## config.mk

```make
export PLATFORM = sky130hd
export DESIGN_NAME = voice_alloc
export DESIGN_NICKNAME = d
export VERILOG_FILES = /design/src/rtl/voice_alloc.sv
export SDC_FILE = /design/constraint.sdc
export NUM_CORES = 1
export LEC_CHECK = 0
export ABC_CLOCK_PERIOD_IN_PS = 5460
export CAP_MARGIN = 20
export CORE_ASPECT_RATIO = 0.9
export CORE_UTILIZATION = 25
export CTS_BUF_LIST = sky130_fd_sc_hd__clkbuf_8
export DETAILED_ROUTE_END_ITERATION = 10
export SLEW_MARGIN = 10
export SYNTH_ARGS = -nofsm -noshare
export SYNTH_HDL_FRONTEND = slang
export SYNTH_SLANG_ARGS = --single-unit
```

## constraint.sdc

```tcl
create_clock -name clk -period 5.46 [get_ports clk]
set_input_delay 0.546 -clock clk [delete_from_list [all_inputs] [get_ports clk]]
set_output_delay 0.546 -clock clk [all_outputs]
set_load 0.005 [all_outputs]
```

## src/rtl/voice_alloc.sv

```systemverilog
// voice_alloc: polyphonic voice allocator for a bank of square-wave oscillators.
//
// Note-on/note-off events arrive over a valid/ready handshake. Each accepted
// event is held while the block scans one voice per cycle. It then commits
// the result in a single cycle. The total is NUM_VOICES+2 cycles per event.
//
// Build option: define VOICE_ALLOC_STEAL_EN so that a note-on arriving with
// every voice busy steals the oldest voice. Otherwise that note-on is
// discarded and dropped pulses.
//
// Ports:
//   clk, rst            clock; asynchronous active-low reset
//   ev_valid/ev_ready   event handshake
//   ev_on, ev_note      1 = note-on / 0 = note-off, MIDI note number
//   ev_freq, ev_volume  frequency (Hz) and signed volume for a note-on
//   all_off             synchronous panic: silence every voice
//   voice_en            per-voice oscillator enable
//   voice_freq          15 bits per voice, voice i at [15i+14:15i]
//   voice_volume        17 bits per voice, voice i at [17i+16:17i]
//   voice_note          7 bits per voice, the note each voice holds
//   active_count        number of enabled voices
//   dropped             one-cycle pulse during COMMIT when a note-on is discarded
module voice_alloc #(
    parameter int NUM_VOICES = 4,
    parameter int AGE_W      = 8
) (
    input  logic                      clk,
    input  logic                      rst,
    input  logic                      ev_valid,
    output logic                      ev_ready,
    input  logic                      ev_on,
    input  logic [6:0]                ev_note,
    input  logic [14:0]               ev_freq,
    input  logic signed [16:0]        ev_volume,
    input  logic                      all_off,
    output logic [NUM_VOICES-1:0]     voice_en,
    output logic [15*NUM_VOICES-1:0]  voice_freq,
    output logic [17*NUM_VOICES-1:0]  voice_volume,
    output logic [7*NUM_VOICES-1:0]   voice_note,
    output logic [4:0]                active_count,
    output logic                      dropped
);

    localparam int IDX_W = (NUM_VOICES > 1) ? $clog2(NUM_VOICES) : 1;
    localparam logic [1:0] S_IDLE   = 2'd0;
    localparam logic [1:0] S_SCAN   = 2'd1;
    localparam logic [1:0] S_COMMIT = 2'd2;
    localparam logic [AGE_W-1:0] AGE_MAX  = '1;
    localparam logic [IDX_W-1:0] LAST_IDX = IDX_W'(NUM_VOICES - 1);

    logic [1:0]        state;
    logic              ready_q;
    logic [IDX_W-1:0]  scan_idx;

    logic              lat_on;
    logic [6:0]        lat_note;
    logic [14:0]       lat_freq;
    logic [16:0]       lat_vol;

    logic              match_hit, free_hit;
    logic [IDX_W-1:0]  match_idx, free_idx;
`ifdef VOICE_ALLOC_STEAL_EN
    logic              old_hit;
    logic [IDX_W-1:0]  old_idx;
    logic [AGE_W-1:0]  old_age;
`endif

    logic [NUM_VOICES-1:0] en_q, en_n;
    logic [6:0]            note_q [NUM_VOICES];
    logic [6:0]            note_n [NUM_VOICES];
    logic [14:0]           freq_q [NUM_VOICES];
    logic [14:0]           freq_n [NUM_VOICES];
    logic [16:0]           vol_q  [NUM_VOICES];
    logic [16:0]           vol_n  [NUM_VOICES];
    logic [AGE_W-1:0]      age_q  [NUM_VOICES];
    logic [AGE_W-1:0]      age_n  [NUM_VOICES];

    logic              tgt_hit;
    logic [IDX_W-1:0]  tgt_idx;
    logic              accept;

    // all_off blocks acceptance combinationally, so the event is never taken
    // in the same cycle that the bank is being cleared.
    assign ev_ready = ready_q && !all_off;
    assign accept   = ev_valid && ev_ready;

    function automatic logic [4:0] popcount(input logic [NUM_VOICES-1:0] v);
        logic [4:0] c;
        c = '0;
        for (int i = 0; i < NUM_VOICES; i++) c = c + 5'(v[i]);
        return c;
    endfunction

    // Control: handshake, event latch and sequential scan.
    // NOTE: state registers use non-blocking assignments only, so every
    // always_ff block samples values from before the clock edge.
    always_ff @(posedge clk or negedge rst) begin
        if (!rst) begin
            state     <= S_IDLE;
            ready_q   <= 1'b0;
            scan_idx  <= '0;
            lat_on    <= 1'b0;
            lat_note  <= '0;
            lat_freq  <= '0;
            lat_vol   <= '0;
            match_hit <= 1'b0;
            match_idx <= '0;
            free_hit  <= 1'b0;
            free_idx  <= '0;
`ifdef VOICE_ALLOC_STEAL_EN
            old_hit   <= 1'b0;
            old_idx   <= '0;
            old_age   <= '0;
`endif
        end else if (all_off) begin
            state   <= S_IDLE;
            ready_q <= 1'b1;
        end else begin
            case (state)
                S_IDLE: begin
                    if (accept) begin
                        state     <= S_SCAN;
                        ready_q   <= 1'b0;
                        scan_idx  <= '0;
                        lat_on    <= ev_on;
                        lat_note  <= ev_note;
                        lat_freq  <= ev_freq;
                        lat_vol   <= ev_volume;
                        match_hit <= 1'b0;
                        free_hit  <= 1'b0;
`ifdef VOICE_ALLOC_STEAL_EN
                        old_hit   <= 1'b0;
`endif
                    end else begin
                        ready_q <= 1'b1;
                    end
                end
                S_SCAN: begin
                    // Each candidate keeps the first index it sees, so ties
                    // resolve to the lowest index.
                    if (!match_hit && en_q[scan_idx] && note_q[scan_idx] == lat_note) begin
                        match_hit <= 1'b1;
                        match_idx <= scan_idx;
                    end
                    if (!free_hit && !en_q[scan_idx]) begin
                        free_hit <= 1'b1;
                        free_idx <= scan_idx;
                    end
`ifdef VOICE_ALLOC_STEAL_EN
                    if (en_q[scan_idx] && (!old_hit || age_q[scan_idx] > old_age)) begin
                        old_hit <= 1'b1;
                        old_idx <= scan_idx;
                        old_age <= age_q[scan_idx];
                    end
`endif
                    if (scan_idx == LAST_IDX) state <= S_COMMIT;
                    else                      scan_idx <= scan_idx + IDX_W'(1);
                end
                S_COMMIT: begin
                    state   <= S_IDLE;
                    ready_q <= 1'b1;
                end
                default: begin
                    state   <= S_IDLE;
                    ready_q <= 1'b1;
                end
            endcase
        end
    end

    // Note-on target: match first, then a free voice, then (optionally) the
    // oldest busy voice.
    always_comb begin
        tgt_hit = 1'b0;
        tgt_idx = '0;
        if (match_hit) begin
            tgt_hit = 1'b1;
            tgt_idx = match_idx;
        end else if (free_hit) begin
            tgt_hit = 1'b1;
            tgt_idx = free_idx;
        end
`ifdef VOICE_ALLOC_STEAL_EN
        else if (old_hit) begin
            tgt_hit = 1'b1;
            tgt_idx = old_idx;
        end
`endif
    end

    // Next voice-bank contents; the bank changes only in COMMIT or on all_off.
    // NOTE: every always_comb output is defaulted first, so no path leaves
    // one unassigned and no latch can be inferred.
    always_comb begin
        en_n   = en_q;
        note_n = note_q;
        freq_n = freq_q;
        vol_n  = vol_q;
        age_n  = age_q;
        if (all_off) begin
            en_n = '0;
            for (int i = 0; i < NUM_VOICES; i++) age_n[i] = '0;
        end else if (state == S_COMMIT) begin
            if (lat_on) begin
                if (tgt_hit) begin
                    for (int i = 0; i < NUM_VOICES; i++) begin
                        if (IDX_W'(i) == tgt_idx) begin
                            en_n[i]   = 1'b1;
                            note_n[i] = lat_note;
                            freq_n[i] = lat_freq;
                            vol_n[i]  = lat_vol;
                            age_n[i]  = '0;
                        end else if (en_q[i] && age_q[i] != AGE_MAX) begin
                            age_n[i] = age_q[i] + AGE_W'(1);
                        end
                    end
                end
            end else begin
                for (int i = 0; i < NUM_VOICES; i++) begin
                    if (en_q[i] && note_q[i] == lat_note) begin
                        en_n[i]  = 1'b0;
                        age_n[i] = '0;
                    end
                end
            end
        end
    end

    // NOTE: the voice arrays drive outputs that must read 0 out of reset,
    // so they are reset explicitly instead of being left as plain memory.
    always_ff @(posedge clk or negedge rst) begin
        if (!rst) begin
            en_q         <= '0;
            active_count <= '0;
            for (int i = 0; i < NUM_VOICES; i++) begin
                note_q[i] <= '0;
                freq_q[i] <= '0;
                vol_q[i]  <= '0;
                age_q[i]  <= '0;
            end
        end else begin
            en_q         <= en_n;
            active_count <= popcount(en_n);
            for (int i = 0; i < NUM_VOICES; i++) begin
                note_q[i] <= note_n[i];
                freq_q[i] <= freq_n[i];
                vol_q[i]  <= vol_n[i];
                age_q[i]  <= age_n[i];
            end
        end
    end

`ifdef VOICE_ALLOC_STEAL_EN
    assign dropped = 1'b0;
`else
    assign dropped = (state == S_COMMIT) && lat_on && !tgt_hit && !all_off;
`endif

    assign voice_en = en_q;
    for (genvar g = 0; g < NUM_VOICES; g++) begin : g_flat
        assign voice_freq[15*g +: 15]   = freq_q[g];
        assign voice_volume[17*g +: 17] = vol_q[g];
        assign voice_note[7*g +: 7]     = note_q[g];
    end

endmodule

```

Word-level counts from Yosys, hierarchy flattened
Cells that the tools add are included.
Storage, ports and cells
  logic and storage cells: 118
  bits of input ports: 44
  register bits after elaboration: 215
  output and inout bits: 167
Cells by class
  $lt $le $gt $ge: 2
  equal/unequal tests: 18
  bitwise operators: 2
  $add $sub $neg: 4
  mux-type cells: 36
  reductions and logical operators: 31
Operators with widths (number)
  7-bit == test: 5
  5-bit AND reduction: 4
  1-bit two-way mux: 16
  4-bit two-way mux: 4
  7-bit binary-select mux with 2-bit select: 1
  2-bit two-way mux: 7
  7-bit two-way mux: 2
  1-bit logical AND: 12
  4-bit AND reduction: 3
  2-bit != test, second input constant: 5
  3-bit AND reduction: 3
  2-bit case mux with 2 select lines: 2
  3-bit != test, second input constant: 2
  1-bit case mux with 2 select lines: 3
  1-bit logical NOT: 5
  3-bit by 1-bit adder with 4-bit output: 1
  2-bit == test, first input constant: 2
  2-bit == test, second input constant: 2
  2-bit logical NOT: 2
  2-bit by 1-bit adder with 3-bit output: 1
  3-bit >= comparator, second input constant: 1
  2-bit by 3-bit less-than comparator with 1-bit output, second input constant: 1
  2-bit NOT with 3-bit output: 1
  1-bit by 1-bit adder with 2-bit output: 1
  7 further kinds: 7

Logic depth before layout (Yosys ltp)
  word-level depth: 11
  gate-level depth with buffers: 9
  mapped depth without buffers: 9

Least setup slack after synthesis
Ideal clock, no wire load.
  path kind: flip-flop to flip-flop
  start point: reg match_hit
  end point: reg active_count[1]
  cell stages (with the launch flop): 10
  clock period less this slack: 2386 ps
  data required time: 5334 ps
  data arrival time: 2260 ps
  slack: 3074 ps
  path buffers: 1
  setup time: 126 ps
  cell sequence: dfrtp_1 -> buf_6 -> nor3b_1 -> a21oi_1 -> nor2_1 -> a31oi_1 -> a311oi_1 -> fa_1 -> ha_1 -> ha_1
On the way
  word-level cells in the longest chain between the ends: 10
  elaborated cells on any way between the ends: 17
  those cells by class: add/sub (3); eq/ne (3); mux (10); reduce/logical (1)
Ends and longest elaborated chain
  start: declaration: line 60  | logic match_hit, free_hit;
  start signal: assignment: line 106  | match_hit <= 1'b0;
  start signal: assignment: line 129  | match_hit <= 1'b0;
  start signal: assignment: line 142  | match_hit <= 1'b1;
  2-bit two-way mux: line 176  | if (match_hit) begin
  2-bit logical NOT: line 207  | if (IDX_W'(i) == tgt_idx) begin
  1-bit two-way mux: line 207
  4-bit two-way mux (*): line 205  | if (tgt_hit) begin
  4-bit two-way mux (*): line 204  | if (lat_on) begin
  4-bit two-way mux (*): line 203  | end else if (state == S_COMMIT) begin
  4-bit two-way mux (*): line 200  | if (all_off) begin
  via en_n[0]: line 68  | logic [NUM_VOICES-1:0] en_q, en_n;
  1-bit by 1-bit adder with 2-bit output (*): line 90  | for (int i = 0; i < NUM_VOICES; i++) c = c + 5'(v[i]);
  2-bit by 1-bit adder with 3-bit output (*): line 90
  3-bit by 1-bit adder with 4-bit output (*): line 90
  end signal: assignment: line 243  | active_count <= popcount(en_n);
  end: declaration: line 40  | output logic [4:0] active_count,
The timed path passes the listed nets; every way through them passes the cells marked *.
A chain may end at the register's enable or synchronous reset.

Final worst setup path
  start point: reg match_hit
  end point: reg active_count[1]
On the way
  word-level cells in the longest chain between the ends: 10
  elaborated cells on any way between the ends: 17
  those cells by class: add/sub (3); eq/ne (3); mux (10); reduce/logical (1)
Ends and longest elaborated chain (line)
  2-bit two-way mux: 176
  1-bit by 2-bit == test with 1-bit output: 207
  1-bit two-way mux: 207
  4-bit two-way mux (*): 205
  4-bit two-way mux (*): 204
  4-bit two-way mux (*): 203
  4-bit two-way mux (*): 200
  via en_n[1]: 68
  1-bit by 1-bit adder with 2-bit output (*): 90
  2-bit by 1-bit adder with 3-bit output (*): 90
  3-bit by 1-bit adder with 4-bit output (*): 90
Marks and branches as above.

==> key figures <==
Outcome
  • Status: finished clean

Pwr
  • Leak Pwr: 5.58 nW
  • Pwr dens: 300 nW/um^2
  • NetSw: 958 uW
  • Seq pwr share: 50.7%
  • Clock power frac: 41.4%
  • Power Internal: 2.66 mW
  • Peak supply drop: 185 uV
  • Comb power frac: 8.0%
  • Sw Share: 26.4%

STA
  • Final worst-path cycle share: 50.9%
  • Fin Setup TNS: 0 ps
  • Worst Clk Skew: 24.4 ps
  • Tmin final: 2780 ps
  • RSZ-0062 raised after global routing: no
  • Max-slew violations: 0
  • Worst-Margin Slew: 862 ps
  • Number of setup violations in the final report: 0
  • Slew headroom: 42.5%
  • Final hold violations: 0
  • Final WS setup: 2680 ps
  • Fmax: 360 MHz

Finish
  • FF/Latch Area: 5360 sq um
  • Fillers: 3343
  • Share of layout cells above drive strength 1: 33.4%
  • Multi-input gate area: 3220 sq um
  • Final nets: 839
  • Layout area overhead: 38.0%

Route
  • Routed len/inst: 18.1 microns
  • Via Count: 5474
  • Vias per inst: 4.28
  • DRT antenna net count: 0
  • Drt total wl: 23.2 mm
  • Iteration-0 DRC count of the detailed router: 173
  • Pre-antenna DRT Iters: 4
  • DR DRC count: 0

Setup path
  • Worst setup EP type: flop
  • CP max FO: 9
  • Worst path arrival time: 3190 ps
  • Startpoint types: flop
  • WP data required: 5870 ps
  • Crit path kind: flop to flop

Global routing
  • Gr usage total: 13.2%
  • Initial antenna violation count: 1
  • Gr ovfl total: 0
  • Global-route wire length before repair: 36.0 mm
  • Largest net degree at the start of global routing: 112
  • Vias in the first global route: 5801

Floorplan
  • Core area: 34200 sq um
  • # IOs: 211
  • Row count: 64
  • Area of the die: 35700 sq um
  • Chip width: 199 microns
  • Initial Utilization: 25.6%
  • Die H: 179 microns

Clocking
  • Root Driver: clkbuf_8
  • CTS tree: done
  • CTS buffer count: 39
  • Hold Buf Count CTS: 0
  • Post-CTS setup buffers: 0
  • CTS Buffer Depth: 3
  • H-tree depth: 2
  • Clk sink count: 214
  • Skew-Pair Late Insertion Delay: 540 ps
  • Clock slew at reported path FFs: 60 ps
  • Post-CTS sizing: 0

Yosys
  • Synth Register Bits: 214
  • Top FF cell, synth: dfrtp_1
  • Ys Warns: 0
  • Syn Inst Count: 568
  • Mapped Area: 8740 sq um
  • Async SR Flop Fraction: 100%
  • Syn_area_per_cell: 15.4 sq um
  • Unique masters post-synth: 38
  • Sequential area share after synthesis: 61.3%
  • Post-synth EDFFs: 0

Placement
  • Port Buffers: 208
  • Dpl ws: 2350 ps
  • DPL Wire Length: 15.2 mm
  • Placer congestion estimate: 0.756

Hold path
  • Min-Delay Path Class: input pin to async pin

Flow run
  • Max-cap violations: 0
[power by group through the flow]
stage,sequential [mW],combinational [mW],clock [mW]
final,1.83,0.289,1.50
after global routing,1.86,0.319,1.64
after CTS,1.83,0.296,1.57
after detailed placement,1.86,0.294,0
after global placement,1.86,0.291,0
after floorplan,1.77,0.233,0
[stage by stage]
stage	power (mW)	utilization (%)	instance area [sq um]	hold WS, ps	std cells
floorplan	2.00	-	8750	250	569
global placement	2.15	33.0	11300	487	1212
detailed placement	2.16	33.0	11300	491	1212
CTS	3.70	35.3	12100	57.4	1279
global route	3.81	35.3	12100	92.5	1279
finish	3.62	35.3	12100	51.7	1280
[registers in the layout, summed over array words and instances, names as in the netlist]
name and flops:
lat_freq 15, voice_en 4, free_hit 1, match_idx 2, lat_vol 17, voice_volume 68
lat_note 7, ready_q 1, active_count 3, match_hit 1, voice_note 28, lat_on 1
scan_idx 2, state 2, free_idx 2, voice_freq 60
[kinds of logic after synthesis]
kind of cell | synth area share (%)
adders and majority gates | 0.658
AOI/OAI and AO/OA | 1.30
other | 0.0429
DFF | 61.3
buffers and inverters | 2.15
and+or+nand+nor | 2.75
muxes | 28.0
xor gates and xnor gates | 3.81
[routing by layer]
layer | global-route usage (%) | share of wire [%] | up-vias
met4 | 4.09 | 2.2 | 0
met3 | 6.32 | 11 | 43
met1 | 17.1 | 44 | 2772
li1 | - | - | 2471
met5 | 0 | 0 | -
met2 | 19.2 | 43 | 188
[Yosys cell counts (3+ instances only)]
| cell | count | area share [%] |
|---|---|---|
| nor2_1 | 6 | 0.26 |
| xor2_1 | 31 | 3.1 |
| mux2i_1 | 9 | 1.0 |
| clkbuf_1 | 8 | 0.34 |
| o21ai_0 | 4 | 0.23 |
| xnor2_1 | 7 | 0.70 |
| nor3_1 | 5 | 0.29 |
| nor4_1 | 5 | 0.36 |
| nand2_1 | 9 | 0.39 |
| ha_1 | 3 | 0.43 |
| mux2_2 | 201 | 26 |
| buf_6 | 3 | 0.39 |
| nand3_1 | 3 | 0.17 |
| a31oi_1 | 4 | 0.29 |
| buf_2 | 15 | 0.86 |
| a311oi_1 | 4 | 0.40 |
| buf_4 | 3 | 0.26 |
| buf_1 | 5 | 0.21 |
| nor2b_1 | 4 | 0.29 |
| dfrtp_1 | 214 | 61 |
[final cells by class]
cell class,instances,area share (%)
diodes,1,0.0207
clock buffers,50,5.70
clock inverters,17,0.633
inverters,2,0.0622
multi-input cells,319,26.7
flip-flops and latches,214,44.4
well taps,462,4.79
repair buffers,215,17.7
[layout by cell type, fill, tap and decap left out, types with 3 or more instances in the layout]
cell	netlist	layout
nor2_1	6	6
mux2i_1	9	9
clkbuf_8	0	50
xor2_1	31	31
clkdlybuf4s50_1	0	207
nor3_1	5	5
a31oi_1	4	4
nor4_1	5	5
dfrtp_1	214	214
inv_1	2	14
a311oi_1	4	4
clkinv_2	0	3
nor2b_1	4	4
mux2_2	201	201
xnor2_1	7	7
buf_4	3	7
o21ai_0	4	4
nand2_1	9	7
ha_1	3	3
[final timing paths]
path,start,to,slack (ps),cells past startpoint
worst max-delay path,match_hit,active_count[1],2680,8
worst min-delay path,rst,lat_freq[4],50,1
worst max register to register,match_hit,active_count[1],2680,8
worst min register to register,voice_volume[20],voice_volume[20],500,1
max in group asynchronous,rst,voice_note[24],4150,2
min in group clk,voice_volume[20],voice_volume[20],500,1
[critical path, cell delays in order (launching register included)]
cell	delay (ps)
dfrtp_1	480
nor3b_1	230
a21oi_1	60
nor2_1	280
a31oi_1	150
a311oi_1	480
fa_1	500
ha_1	200
ha_1	270
Power figures use the tool's default switching activity.
==> RTL edit, RTL diff (same flow settings) <==
`en_q` no longer has a reset.
--- a/src/rtl/voice_alloc.sv
+++ b/src/rtl/voice_alloc.sv
@@ -230,7 +230,6 @@
     // so they are reset explicitly instead of being left as plain memory.
     always_ff @(posedge clk or negedge rst) begin
         if (!rst) begin
-            en_q         <= '0;
             active_count <= '0;
             for (int i = 0; i < NUM_VOICES; i++) begin
                 note_q[i] <= '0;
@@ -239,7 +238,6 @@
                 age_q[i]  <= '0;
             end
         end else begin
-            en_q         <= en_n;
             active_count <= popcount(en_n);
             for (int i = 0; i < NUM_VOICES; i++) begin
                 note_q[i] <= note_n[i];
@@ -250,6 +248,10 @@
         end
     end
 
+    always_ff @(posedge clk) begin
+        en_q <= en_n;
+    end
+
 `ifdef VOICE_ALLOC_STEAL_EN
     assign dropped = 1'b0;
 `else
Function: not settled (the Yosys comparison gave no result); the edit may change what the design does.
==> RTL edit against the unedited design <==
- wire length fell by 2.1%
- clock skew rose by 0.0011 ns
- cell area fell by 0.76%
- power fell by 3.1%
- worst setup slack got worse by 0.097 ns
- global-route usage fell by 0.18 points
- area after synthesis barely moved
- sequential cell count did not move
==> RTL edit: results (changes against the unedited design) <==
| Parameter | This run | Change |
| --- | --- | --- |
| Status | completed |  |
| P_leak | 0.00567 uW | +1.6% |
| Xor/xnor share of the synthesized area | 0.0385 | +0.000457 |
| Wire length after detailed routing | 22700 um | -2.1% |
| Slew HR | 0.479 | +0.0535 |
| Number of distinct library cells after synthesis | 44 | +16% |
| Kind of cell with the highest combined delay on the critical path | buffers and inverters |  |
| R2r worst-path depth | 5 | -3 |
| Most area-consuming cells after synthesis | sky130_fd_sc_hd__dfrtp_1 60%, sky130_fd_sc_hd__mux2_1 17%, sky130_fd_sc_hd__mux2_2 9.3% |  |
| Length of routed met2 wiring | 9990 um | +0.31% |
| Final RePlAce weighted congestion | 0.752 | -0.53% |
| Switching power share of the total | 0.264 | -0.000858 |
| Number of violations reported at the end of detailed-routing iteration 0 | 170 | -1.7% |
| Share of synthesized area occupied by flip-flops and latches | 0.611 | -0.00185 |
| Launch point of the worst reg-to-reg path | scan_idx[0] |  |
| Fraction of synthesized cell area taken by the top area cell type | 0.602 | -0.0110 |
| Reg-to-reg critical path endpoint | match_idx[1] |  |
| Critical-path top delay cell | sky130_fd_sc_hd__clkdlybuf4s50_1 |  |
| Capture point of the critical path | dropped |  |
| Sequential fraction of design power | 0.522 | +0.015 |
| Compound-gate portion of the synthesized area | 0.0123 | -0.000707 |
| Longest individual stage delay on the worst path | 0.60 ns | +0.10 ns |
| Largest fanout on the critical path | 8 | -1 |
| Largest net degree at the start of global routing | 118 | +5.4% |
| Global-route total usage across every layer | 0.130 | -0.00181 |
| CTS buffer count | 40 | +2.6% |
| IR drop worst, VDD | 160 uV | -14% |
| Final net count | 825 | -1.7% |
| Adder-cell share of the synthesized area | 0.00659 | about the same |
| Wire length on met3 | 2080 um | -18% |
| Crit path DAT | 2.33 ns | -0.86 ns |
| Met3 routing resource usage after global routing | 0.0524 | -0.0108 |
| Antenna Diode Count | 0 | -1 |
| Routed met1 length | 10200 um | +0.16% |
| Via count normalized by instance count | 4.28 | about the same |
| Number of global-route vias before repair | 5693 | -1.9% |
| Global routing met2 resource utilization | 0.192 | +0.000587 |
| Multiplexer share of the synthesized area | 0.282 | +0.00135 |
| Launching instance or port of the critical path | all_off |  |
| Min setup slack post-route | 2.59 ns | -0.0970 ns |
| Global routing met1 resource utilization | 0.173 | +0.00137 |
| First-pass GRT wire length | 34800 um | -3.4% |
| Half-perimeter wire length of the detailed placement result | 15000 um | -1.3% |
| Worst-case setup slack after placement | 2.33 ns | -0.0236 ns |
| Share of layout cells above drive strength 1 | 0.185 | -0.149 |
-- RTL edit: cell count changes after synthesis, sizes merged, moves of 2 or more --
cell | unedited run | this run
buf | 26 | 16
clkbuf | 8 | 17
dfrtp | 214 | 210
dfxtp | 0 | 4
mux2i | 9 | 1
mux4 | 4 | 8
nand2 | 9 | 7
nand3 | 3 | 1
nor2 | 6 | 4
xor2 | 31 | 27
-- RTL edit: metrics by stage --
| stage | total power, uW | instances | hold slack, ns | area (um2) |
|---|---|---|---|---|
| finish | 3510 | 1258 | 0.0272 | 12000 |
| global route | 3690 | 1258 | 0.0536 | 12000 |
| CTS | 3590 | 1258 | 0.0308 | 12000 |
| detailed placement | 2160 | 1197 | 0.474 | 11300 |
| global placement | 2150 | 1197 | 0.467 | 11300 |
| floorplan | 2010 | 554 | 0.250 | 8740 |
-- RTL edit: cell type report --
cell class	count	area, um2
clock buffers	45	619
clock inverters	16	66.3
fillers	3415	22200
inverters	2	7.51
multi-input cells	305	3220
flip-flops and latches	214	5340
well taps	462	578
repair buffers	214	2140
